===== src/rtl/feature_mem_loader.sv =====
// ---------------------------------------------------------------------------
// feature_mem_loader
//
// Streams input beats into a bank of Tn feature-memory groups, each holding
// KERNEL_SIZE lines. One load writes cfg_groups x cfg_lines beats in
// line-major order. For each line, the group index sweeps 0..cfg_groups-1,
// then the line index advances. Every accepted beat produces one registered
// write strobe in the following cycle.
//
// Ports
//   clk           clock
//   rst           asynchronous active-low reset
//   start         one-cycle load request (sampled only in IDLE)
//   cfg_groups    groups to load, legal 1..Tn
//   cfg_lines     lines per group, legal 1..KERNEL_SIZE
//   s_valid       input beat valid
//   s_data        input beat
//   s_ready       beat accept (high only while loading)
//   wr_en         feature memory write strobe
//   wr_mem_group  target group of the write
//   wr_mem_line   target line of the write
//   o_port        write data
//   line_done     pulse with the write that completes a line in all groups
//   line_idx      index of the line just completed
//   busy          load in progress
//   done          pulse: load complete (coincides with the last write)
//   cfg_err       pulse, one cycle after an illegal start request
// ---------------------------------------------------------------------------
`ifndef Tn
`define Tn 4
`endif
`ifndef KERNEL_SIZE
`define KERNEL_SIZE 3
`endif
`ifndef DATA_BUS_WIDTH
`define DATA_BUS_WIDTH 16
`endif

module feature_mem_loader #(
    parameter int Tn             = `Tn,
    parameter int KERNEL_SIZE    = `KERNEL_SIZE,
    parameter int DATA_BUS_WIDTH = `DATA_BUS_WIDTH
) (
    input  logic                      clk,
    input  logic                      rst,
    input  logic                      start,
    input  logic [3:0]                cfg_groups,
    input  logic [3:0]                cfg_lines,
    input  logic                      s_valid,
    input  logic [DATA_BUS_WIDTH-1:0] s_data,
    output logic                      s_ready,
    output logic                      wr_en,
    output logic [3:0]                wr_mem_group,
    output logic [3:0]                wr_mem_line,
    output logic [DATA_BUS_WIDTH-1:0] o_port,
    output logic                      line_done,
    output logic [3:0]                line_idx,
    output logic                      busy,
    output logic                      done,
    output logic                      cfg_err
);

    typedef enum logic [1:0] {
        IDLE = 2'd0,
        LOAD = 2'd1,
        FIN  = 2'd2
    } state_t;

    localparam logic [3:0] TN_MAX = 4'(Tn);
    localparam logic [3:0] KS_MAX = 4'(KERNEL_SIZE);

    state_t r_state;
    state_t w_next_state;

    logic [3:0]                r_groups;
    logic [3:0]                r_lines;
    logic [3:0]                r_grp_cnt;
    logic [3:0]                r_line_cnt;
    logic                      r_wr_en;
    logic [3:0]                r_wr_group;
    logic [3:0]                r_wr_line;
    logic [DATA_BUS_WIDTH-1:0] r_o_port;
    logic                      r_line_done;
    logic [3:0]                r_line_idx;
    logic                      r_cfg_err;

    logic w_cfg_ok;
    logic w_start_ok;
    logic w_accept;
    logic w_last_grp;
    logic w_last_beat;
    logic w_s_ready;
    logic w_busy;
    logic w_done;

    assign w_cfg_ok    = (cfg_groups != 4'd0) && (cfg_groups <= TN_MAX) &&
                         (cfg_lines  != 4'd0) && (cfg_lines  <= KS_MAX);
    assign w_start_ok  = (r_state == IDLE) && start && w_cfg_ok;
    assign w_accept    = s_valid && w_s_ready;
    assign w_last_grp  = (r_grp_cnt == r_groups - 4'd1);
    assign w_last_beat = w_last_grp && (r_line_cnt == r_lines - 4'd1);

    // ---- FSM: state register ----------------------------------------------
    // NOTE: clocked state uses non-blocking assignments so every register
    // samples the pre-edge values of its peers, independent of block order.
    always_ff @(posedge clk or negedge rst) begin
        if (!rst) begin
            r_state <= IDLE;
        end else begin
            r_state <= w_next_state;
        end
    end

    // ---- FSM: next-state logic --------------------------------------------
    // NOTE: every combinational output gets a default first, so no path
    // through the block leaves it unassigned and no latch is inferred.
    always_comb begin
        w_next_state = r_state;
        case (r_state)
            IDLE:    if (w_start_ok) w_next_state = LOAD;
            LOAD:    if (w_accept && w_last_beat) w_next_state = FIN;
            FIN:     w_next_state = IDLE;
            default: w_next_state = IDLE;
        endcase
    end

    // ---- FSM: state-decoded outputs ---------------------------------------
    // FIN lasts exactly one cycle: the cycle in which the final write strobe
    // is presented, so done lines up with that write.
    always_comb begin
        w_s_ready = 1'b0;
        w_busy    = 1'b0;
        w_done    = 1'b0;
        case (r_state)
            LOAD: begin
                w_s_ready = 1'b1;
                w_busy    = 1'b1;
            end
            FIN: begin
                w_busy = 1'b1;
                w_done = 1'b1;
            end
            default: ;
        endcase
    end

    // ---- Counters and registered write port -------------------------------
    // The counter values at acceptance are the write address, so they are
    // copied into the write registers before they advance.
    always_ff @(posedge clk or negedge rst) begin
        if (!rst) begin
            r_groups    <= 4'd0;
            r_lines     <= 4'd0;
            r_grp_cnt   <= 4'd0;
            r_line_cnt  <= 4'd0;
            r_wr_en     <= 1'b0;
            r_wr_group  <= 4'd0;
            r_wr_line   <= 4'd0;
            r_o_port    <= '0;
            r_line_done <= 1'b0;
            r_line_idx  <= 4'd0;
            r_cfg_err   <= 1'b0;
        end else begin
            r_wr_en     <= w_accept;
            r_line_done <= w_accept && w_last_grp;
            r_cfg_err   <= (r_state == IDLE) && start && !w_cfg_ok;

            if (w_start_ok) begin
                r_groups   <= cfg_groups;
                r_lines    <= cfg_lines;
                r_grp_cnt  <= 4'd0;
                r_line_cnt <= 4'd0;
            end else if (w_accept) begin
                r_o_port   <= s_data;
                r_wr_group <= r_grp_cnt;
                r_wr_line  <= r_line_cnt;
                if (w_last_grp) begin
                    r_grp_cnt  <= 4'd0;
                    r_line_cnt <= r_line_cnt + 4'd1;
                    r_line_idx <= r_line_cnt;
                end else begin
                    r_grp_cnt <= r_grp_cnt + 4'd1;
                end
            end
        end
    end

    assign s_ready      = w_s_ready;
    assign busy         = w_busy;
    assign done         = w_done;
    assign wr_en        = r_wr_en;
    assign wr_mem_group = r_wr_group;
    assign wr_mem_line  = r_wr_line;
    assign o_port       = r_o_port;
    assign line_done    = r_line_done;
    assign line_idx     = r_line_idx;
    assign cfg_err      = r_cfg_err;

endmodule


===== config.mk =====
export PLATFORM = sky130hd
export DESIGN_NAME = feature_mem_loader
export DESIGN_NICKNAME = d
export VERILOG_FILES = /design/src/rtl/feature_mem_loader.sv
export SDC_FILE = /design/constraint.sdc
export NUM_CORES = 1
export LEC_CHECK = 0
export CAP_MARGIN = 20
export CORE_UTILIZATION = 35
export CTS_CLUSTER_SIZE = 30
export DETAILED_ROUTE_END_ITERATION = 8
export PLACE_DENSITY = 0.67
export SLEW_MARGIN = 20
export SYNTH_ARGS = -nofsm -noshare
export SYNTH_HDL_FRONTEND = slang
export SYNTH_SLANG_ARGS = --single-unit

===== constraint.sdc =====
create_clock -name clk -period 6.5 [get_ports clk]
set_input_delay 0.65 -clock clk [delete_from_list [all_inputs] [get_ports clk]]
set_output_delay 0.65 -clock clk [all_outputs]
set_load 0.005 [all_outputs]

==> results.md, run 1 <==
Worst setup path:
- The maximum fanout count along the critical path is 24.
- The critical path goes through clkdlybuf4s50_1 > o32a_1 > and3_4 > and3_4 > nand2b_4 > mux2_2.
- The maximum single-stage delay on the critical path is around 0.50 ns.
- The setup path with the least slack is of type input pin to register.
- For the worst setup path, the data required time is 6.68 ns.
- The element type at the critical path end is a register.
- The most prevalent standard cell on the critical path is sky130_fd_sc_hd__and3_4.
- Among all stages on the critical path, the largest delay is contributed by sky130_fd_sc_hd__clkdlybuf4s50_1.
- The worst setup path is launched from an input pin.
- The cell class contributing the biggest share of worst-path delay is simple AND/OR/NAND/NOR gates.
- The critical path data arrival time is about 2.7 ns.
- The buffers plus inverters on the worst setup path is 1.

CTS:
- The maximum root-to-sink buffer count is 2.
- The clock net in this run drives a total of between 40 and 50 sinks.
- The clock buffer count from CTS is 5.
- The CTS tree is built.
- Post-CTS repair changed the size of 0 cells.
- The H-tree depth reported by CTS is 2.
- Clock latency on the worst-skew pair, taken at its later pin, is 0.30 ns.
- The buffer cell driving the clock tree root is sky130_fd_sc_hd__clkbuf_8.
- After clock tree synthesis, the clock-pin slew on the worst setup and hold paths is about 0.08 ns.
- The post-CTS setup buffer count is 0.
- The quantity of hold-fixing buffers added after cts is 0.

GRT:
- Entering global routing, the biggest net connects 50 pins.
- The sum of overflow across all layers after global routing is 0.
- The overall track demand over capacity in global routing is 13.6%.
- The number of global-route vias before repair is around 1,500.
- The initial antenna violation count is 0.
- The first-pass GRT wire length is roughly 7000 um.

Floorplanning:
- In this run the core area contains 28 standard-cell rows.
- The chip height is 82.6 um.
- In this run the horizontal extent of the chip is around 83 um.
- The core outline area is slightly above 6000 um2.
- The effective utilization at floorplan is a little under two fifths.
- The die area is roughly 6800 um2.
- 62 I/O pins were placed.

Power and ir drop:
- The share of total power consumed by net switching is just over 30%.
- Of the total power, combinational logic draws ~44%.
- The net load switching power is roughly 0.00037 W.
- The worst vdd rail ir drop is 0.192 mV.
- For this design the ratio of total power to cell area is ~400 nW/um2.
- The leakage component of the power is ~1.4 nW.
- The portion of total power attributed to sequential cells is a little over two fifths.
- The relative contribution of the clock network to total power is between 10 and 15%.
- The overall power after layout is around 0.0012 W.
- The internal power of the cells totals between 0.0008 and 0.0009 W.

Layout:
- The post-route netlist has ~18% of its cells at a drive strength greater than 1.
- The final non-filler cell area is roughly 3000 um2.
- The final standard cell count with taps included and fillers excluded is 310.
- The count of antenna diodes in the layout is 0.
- The count of nets after finishing is ~270.
- Relative to the synthesized area, the layout overhead comes to 32.4%.

Timing:
- The final hold violation count is 0.
- The clock arrives with around 0.0056 ns of skew.
- Setup repair after global routing left no endpoint under its margin.
- The number of slew-limit violations in the final report was 0.
- The tightest hold path in the finished design has a slack of ~0.44 ns.
- Static timing analysis puts the maximum clock frequency at a little under 400 MHz.
- The worst slew margin relative to its limit is approximately 59%.
- The sum of negative setup slack is 0 ns.
- For the pin with the worst max-slew slack, the measured transition is between 0.6 and 0.7 ns.
- Of the available clock period, the critical path in the final layout requires between 30% and 40%.
- Setup violations remaining at the end of the flow were counted as 0.
- The smallest clock period supported by the final layout is computed as 2.52 ns.

Yosys:
- Yosys mapped a number of flops with a built-in enable equal to 0.
- For this run, asynchronously set or reset flops after synthesis account for 100%.
- For this run, the leading register cell type out of synthesis is sky130_fd_sc_hd__dfrtp_1.
- The number of standard cells after synthesis is between 150 and 200.
- After synthesis the cells add up to 2270 um2.
- In this run, synthesis produced a sequential element count of 49.
- Sequential cells were found to cover 54.0% of the synthesized design area.
- The total of warnings raised by yosys is 0.
- The synthesized area per cell is between 10 and 15 um2.
- Counting every net in the synthesized netlist gives around 210.
- Yosys mapped the design onto 32 distinct sky130hd cell types.

Routing:
- Wires add up to 4140 um.
- For this block, the via count after detailed routing is about 1,500.
- The first detailed-routing pass took 4 iterations.
- In the routed layout, each cell is associated on average with a via count of approximately 4.7.
- The remaining number of nets flagged by the antenna check after routing is 0.
- The DRC violations left is 0.
- In the final routed layout, each cell accounts on average for approximately 13 um.
- The violation count after the first detailed-route iteration is 71.

Outcome:
- The flow ran to the end, and the final reports show no timing, DRC or antenna violations.

Min path:
- The path class of the lowest-slack min-delay path is input pin to async pin.

Place:
- The last weighted congestion value of the routability-driven placer is between 0.7 and 0.8.
- The placed cell count is a little over 300.
- The wire-length estimate of the detail-placed layout is 2900 um.
- Buffers placed on the I/O ports in this run total 61.
- In this run the cell area measured after placement is between 2000 and 3000 um2.

Job:
- Max-cap violations in this run came to 0.
==> cell type report <==
type,count,area (um2)
fill,581,3090
sequential,49,1230
multi-input combinational,107,960
timing repair buffer,62,613
tap,75,93.8
clock buffer,6,72.6
inverter,9,33.8
clock inverter,2,10.0
==> per-layer routing <==
| metal | wire (um) | track usage (%) | share of wire (%) | up-vias |
|---|---|---|---|---|
| met1 | 2010 | 17.9 | 48 | 697 |
| met2 | 1850 | 22.0 | 45 | 47 |
| met3 | 233 | 3.08 | 5.6 | 5 |
| met4 | 54 | 5.17 | 1.3 | 0 |
| met5 | 0 | 0 | 0 | - |
| li1 | - | - | - | 708 |
==> Yosys cell counts (4+ instances only) <==
cell | count | area [um2]
sky130_fd_sc_hd__inv_1 | 9 | 33.8
sky130_fd_sc_hd__nor2_1 | 6 | 22.5
sky130_fd_sc_hd__xnor2_1 | 10 | 87.6
sky130_fd_sc_hd__ha_1 | 7 | 87.6
sky130_fd_sc_hd__buf_6 | 4 | 45.0
sky130_fd_sc_hd__mux2_2 | 9 | 101
sky130_fd_sc_hd__dfrtp_1 | 49 | 1230
sky130_fd_sc_hd__a21oi_1 | 5 | 25.0
sky130_fd_sc_hd__nor3_1 | 4 | 20.0
sky130_fd_sc_hd__mux2_4 | 20 | 300
sky130_fd_sc_hd__o21ai_0 | 7 | 35.0
sky130_fd_sc_hd__nand2_1 | 12 | 45.0
==> worst paths after layout <==
check / startpoint / cells after the start / to / slack [ns]
max: cfg_groups[1] / 6 / o_port[0]$_DFFE_PN0P_ / 3.98
min: rst / 2 / r_state[1]$_DFFE_PN0P_ / 0.44
max reg2reg: r_groups[0]$_DFFE_PN0P_ / 7 / line_idx[2]$_DFFE_PN0P_ / 4.08
min reg2reg: line_idx[2]$_DFFE_PN0P_ / 1 / line_idx[2]$_DFFE_PN0P_ / 0.51
max in group asynchronous: rst / 2 / wr_mem_group[3]$_DFFE_PN0P_ / 5.65
min in group clk: line_idx[2]$_DFFE_PN0P_ / 1 / line_idx[2]$_DFFE_PN0P_ / 0.51
==> sequential cells by signal (all words and copies together) (netlist names) <==
name	flops
r_lines	4
line_done	1
wr_mem_group	4
r_state	2
line_idx	4
r_grp_cnt	4
o_port	16
r_groups	4
r_line_cnt	4
wr_mem_line	4
wr_en	1
cfg_err	1
==> cells by family after synthesis <==
| family | after synthesis | synth area share, % |
|---|---|---|
| buf+inv | 15 | 3.80 |
| simple gates | 38 | 9.42 |
| compound gates | 18 | 4.79 |
| xor+xnor | 14 | 6.06 |
| mux | 30 | 18.1 |
| fa+ha+maj | 7 | 3.85 |
| flops | 49 | 54.0 |
==> cell usage in the layout, fill, tap and decap left out <==
cell type,synthesis,final
sky130_fd_sc_hd__nand4_1,2,2
sky130_fd_sc_hd__inv_1,9,9
sky130_fd_sc_hd__o22a_1,1,1
sky130_fd_sc_hd__nor4_1,1,1
sky130_fd_sc_hd__a21boi_0,2,2
sky130_fd_sc_hd__nor2b_1,3,3
sky130_fd_sc_hd__clkinv_2,0,2
sky130_fd_sc_hd__and3_4,2,2
sky130_fd_sc_hd__dfrtp_1,49,49
sky130_fd_sc_hd__mux2i_1,1,1
sky130_fd_sc_hd__nand3_2,1,1
sky130_fd_sc_hd__o21ai_0,7,7
sky130_fd_sc_hd__mux2_4,20,20
sky130_fd_sc_hd__xor2_1,3,3
sky130_fd_sc_hd__nor3_2,1,1
sky130_fd_sc_hd__nor2_1,6,6
sky130_fd_sc_hd__nand3_1,2,2
sky130_fd_sc_hd__xnor2_1,10,10
sky130_fd_sc_hd__ha_1,7,7
sky130_fd_sc_hd__or3_1,1,1
sky130_fd_sc_hd__nand2_1,12,12
sky130_fd_sc_hd__clkbuf_8,0,5
sky130_fd_sc_hd__nand4b_1,1,1
sky130_fd_sc_hd__nor3_1,4,4
sky130_fd_sc_hd__o211ai_1,1,1
sky130_fd_sc_hd__xor3_1,1,1
sky130_fd_sc_hd__nor3b_1,1,1
sky130_fd_sc_hd__nand2b_4,1,1
sky130_fd_sc_hd__o32a_1,1,1
sky130_fd_sc_hd__a21oi_1,5,5
sky130_fd_sc_hd__clkbuf_1,2,1
sky130_fd_sc_hd__buf_2,0,1
sky130_fd_sc_hd__mux2_2,9,9
sky130_fd_sc_hd__a21o_1,1,1
sky130_fd_sc_hd__buf_4,0,1
sky130_fd_sc_hd__clkdlybuf4s50_1,0,60
==> power by group through the flow <==
stage          Sequential, W  Combinational, W  Clock [W]
2_1_floorplan       0.000508          0.000308          0
3_3_place_gp        0.000513          0.000534          0
3_5_place_dp        0.000517          0.000544          0
4_1_cts             0.000511          0.000546   0.000178
5_1_grt             0.000529          0.000598   0.000188
6_report            0.000511          0.000538   0.000169
==> worst register-to-register path, delay by kind of cell, from the launching register on <==
family        cells  cell delay (ns)
fa+ha+maj         1             0.15
flops             1             0.41
buf+inv           1             0.10
xor+xnor          1             0.41
mux               1             0.38
simple gates      3             0.87
==> stage by stage <==
| step | setup slack, ns | util [%] |
|---|---|---|
| finish | 3.98 | 49.4 |
| global route | 3.86 | 49.4 |
| detailed placement | 3.65 | 48.0 |
| global placement | 3.68 | 48.0 |
| floorplan | 4.26 | - |
| CTS | 3.97 | 49.4 |
No activity file was read; power rests on OpenSTA's default activity.
==> run 2: changes to the inputs <==
- PLACE_DENSITY: 0.67 -> 0.7
- clock period: 6.5 -> 2.3 ns (I/O delays scaled with it)
==> run 2 against run 1 <==
  * The run now ends with negative hold slack left
  * Global-route usage increased by 0.16 points
  * Utilization up 0.70 points
  * Worst hold slack lost 0.45 ns
  * Sequential power rose to 2.8 times the previous value
  * Final area increased by 1.4%
  * Non-clock buffer count is 5 higher
  * Highest routed layer unchanged
==> results.md, run 2 (synthesis results as in run 1) <==
Outcome:
- The run finished, with violations left.
- The final reports fail on negative hold slack.

Worst setup path:
- The depth of the most critical reg-to-reg path is 8 (+1).
- The maximum fanout count along the critical path came to 5 (-79%).
- The endpoint identified for the worst register-to-register timing path is r_line_cnt[3]$_DFFE_PN0P_.
- The required arrival time at the worst endpoint is 2.53 ns (-4.15 ns).
- The startpoint of the lowest-slack register-to-register path is r_groups[0]$_DFFE_PN0P_.
- The register-to-register setup slack is 0.17 ns (-3.91 ns).
- The critical path data arrival time is 2.36 ns (-0.34 ns).
- The worst setup path is captured at a register.
- The kind of critical path is register to register.
- The category of the worst setup path launch point is a register.

Layout:
- The count of antenna diodes in the layout came to 0 (unchanged).
- In the layout the commonest cells are 60 x sky130_fd_sc_hd__clkdlybuf4s50_1, 49 x sky130_fd_sc_hd__dfrtp_1, 20 x sky130_fd_sc_hd__mux2_4.
- The footprint of the multi-input gates came to 960 um2 (unchanged).
- The flip-flop and latch area is 1230 um2 (unchanged).
- The final design utilization is 50.1% (+0.70 points).
- The count of nets after finishing is 274 (+1.9%).
- The number of fill cells in the layout is 582 (+0.17%).
- The fraction of final layout cells sized beyond drive strength 1 is 20.0% (+1.7 points).
- The flip-flop count of the largest register, all copies and words added is 16 (unchanged).
- Leaving out fill and tap cells, the most frequent cell in the layout is sky130_fd_sc_hd__clkdlybuf4s50_1.
- Relative to the synthesized area, the layout overhead comes to 34.3%.
- The final standard cell count with taps included and fillers excluded came to 315 (+1.6%).

CTS:
- The sink count of the clock tree is 49 (unchanged).
- The maximum root-to-sink buffer count is 2 (unchanged).
- The quantity of hold-fixing buffers added after cts is 0 (unchanged).
- TritonCTS built the clock tree.
- The number of gates resized after CTS is 0 (unchanged).
- The buffer cell driving the clock tree root is sky130_fd_sc_hd__clkbuf_8.
- The post-CTS setup buffer count came to 0 (unchanged).
- The clock insertion delay at the later pin of the skew report is 0.30 ns (about the same).
- The CTS clock-pin slew for the worst setup and hold paths is 0.08 ns (about the same).
- The H-tree depth reported by CTS is 2 (unchanged).
- The clock buffer count from CTS is 5 (unchanged).

Timing:
- The portion of the clock cycle consumed by the worst path in the final layout is roughly 93%.
- The worst slew margin relative to its limit is 50.3% (-9.1 points).
- The slew at the pin closest to its max-slew limit is 0.745 ns (+0.137 ns).
- Setup repair after global routing left no endpoint under its margin.
- The worst clock skew is 0.00312 ns (-0.00251 ns).
- The number of setup violations in the final report is 0 (unchanged).
- The worst hold slack was -0.0161 ns (-0.455 ns).
- The upper clock frequency limit is around 470 MHz.
- The number of slew-limit violations in the final report is 0 (unchanged).
- The clock period minus worst slack is ~2.1 ns.
- The sum of negative setup slack was 0 ns (unchanged).
- The minimum setup slack in the final design is 0.170 ns (-3.81 ns).
- The final hold violation count is 18 (+18).

Floorplanning:
- The number of ports placed on the die boundary came to 62 (unchanged).
- The core outline area was 6100 um2 (unchanged).
- The placement row count is 28 (unchanged).
- The chip height is 82.6 um (unchanged).
- The effective utilization at floorplan is 37.3% (unchanged).
- The horizontal die dimension was 82.6 um (unchanged).
- The die area came to 6820 um2 (unchanged).

GRT:
- The initial antenna violation count is 0 (unchanged).
- The first-pass GRT wire length was 7010 um (+0.59%).
- The sum of overflow across all layers after global routing is 0 (unchanged).
- The overall track demand over capacity in global routing came to 13.8% (+0.16 points).
- The pin count of the biggest net entering global routing came to 35 (-30%).
- The number of global-route vias before repair is 1,482 (-1.5%).

Routing:
- The remaining number of nets flagged by the antenna check after routing is 0 (unchanged).
- The DRC violations left is 0 (unchanged).
- The per-cell routed wire length is 13.6 um (+1.8%).
- The via count is 1,474 (+1.2%).
- The ratio of routed vias to standard cells is 4.68 (-0.44%).
- The number of iterations in the first detailed-routing pass came to 4 (unchanged).
- The aggregate routed wire length is 4290 um (+3.5%).
- The violation count after the first detailed-route iteration is 59 (-17%).

Place:
- The placed cell count came to 307 (+1.7%).
- The last weighted congestion value of the routability-driven placer is 0.707 (-6.6%).
- The estimated wirelength of the detail-placed design came to 3130 um (+7.9%).
- The worst slack at placement is 0.0244 ns (-3.62 ns).
- The count of buffers inserted at the top-level ports is 61 (unchanged).

Power and ir drop:
- The power density over the cells was 1150 nW/um2 (+180%).
- The leakage component of the power came to 1.40 nW (+1.3%).
- The worst vdd rail ir drop is 0.513 mV (+170%).
- The overall power after layout was 0.00350 W (+190%).

Min path:
- The path class of the tightest hold or removal check is input pin to async pin.

Job:
- The number of maximum-capacitance constraint violations is 0 (unchanged).
-- run 2: how the worst max path moves through the flow --
stage / from / to / slack (ns) / depth (start not counted)
after global placement: cfg_groups[2] / o_port[7]$_DFFE_PN0P_ / 0.06 / 6
after detailed placement: cfg_groups[2] / o_port[14]$_DFFE_PN0P_ / 0.02 / 6
final: r_groups[0]$_DFFE_PN0P_ / r_line_cnt[3]$_DFFE_PN0P_ / 0.17 / 8
after CTS: r_groups[0]$_DFFE_PN0P_ / r_line_cnt[3]$_DFFE_PN0P_ / 0.16 / 8
after global routing: r_groups[0]$_DFFE_PN0P_ / r_state[0]$_DFFE_PN0P_ / 0.05 / 9
after floorplan: r_groups[0]$_DFFE_PN0P_ / line_idx[0]$_DFFE_PN0P_ / 0.16 / 7
-- run 2: cell type report --
class,instances,area share (%)
Sequential cell,49,40.2
Inverter,9,1.11
Tap cell,75,3.08
Clock buffer,6,2.38
Timing Repair Buffer,67,21.3
Clock inverter,2,0.492
Multi-Input combinational cell,107,31.4
-- run 2: report_power, final --
| group | total, W | switching, W | internal (W) |
|---|---|---|---|
| clock network | 0.000496 | 0.000281 | 0.000214 |
| logic | 0.00156 | 0.000528 | 0.00103 |
| registers | 0.00144 | 0.000254 | 0.00119 |
| total | 0.00350 | 0.00106 | 0.00243 |
-- run 2: critical path, stage by stage, from the launching register on --
cell and delay, ns:
sky130_fd_sc_hd__dfrtp_1 0.41, sky130_fd_sc_hd__inv_1 0.08, sky130_fd_sc_hd__ha_1 0.15, sky130_fd_sc_hd__xor3_1 0.41, sky130_fd_sc_hd__nor3_2 0.24, sky130_fd_sc_hd__nand3_2 0.10, sky130_fd_sc_hd__buf_4 0.17, sky130_fd_sc_hd__or3_1 0.35
sky130_fd_sc_hd__a21oi_1 0.14
-- run 2: metal layers --
metal / global-route usage [%] / wire (um) / share of wire, %
met1: 17.0 / 1910 / 45
met2: 22.8 / 1990 / 46
met3: 4.73 / 337 / 7.9
met4: 4.14 / 48 / 1.1
met5: 0 / 0 / 0
-- run 2: per-stage QoR --
stage	hold slack (ns)	cell area, um2
CTS	0.0146	3050
global route	0.0412	3050
detailed placement	0.357	2960
floorplan	-0.0656	2270
finish	-0.0161	3050
global placement	0.343	2960
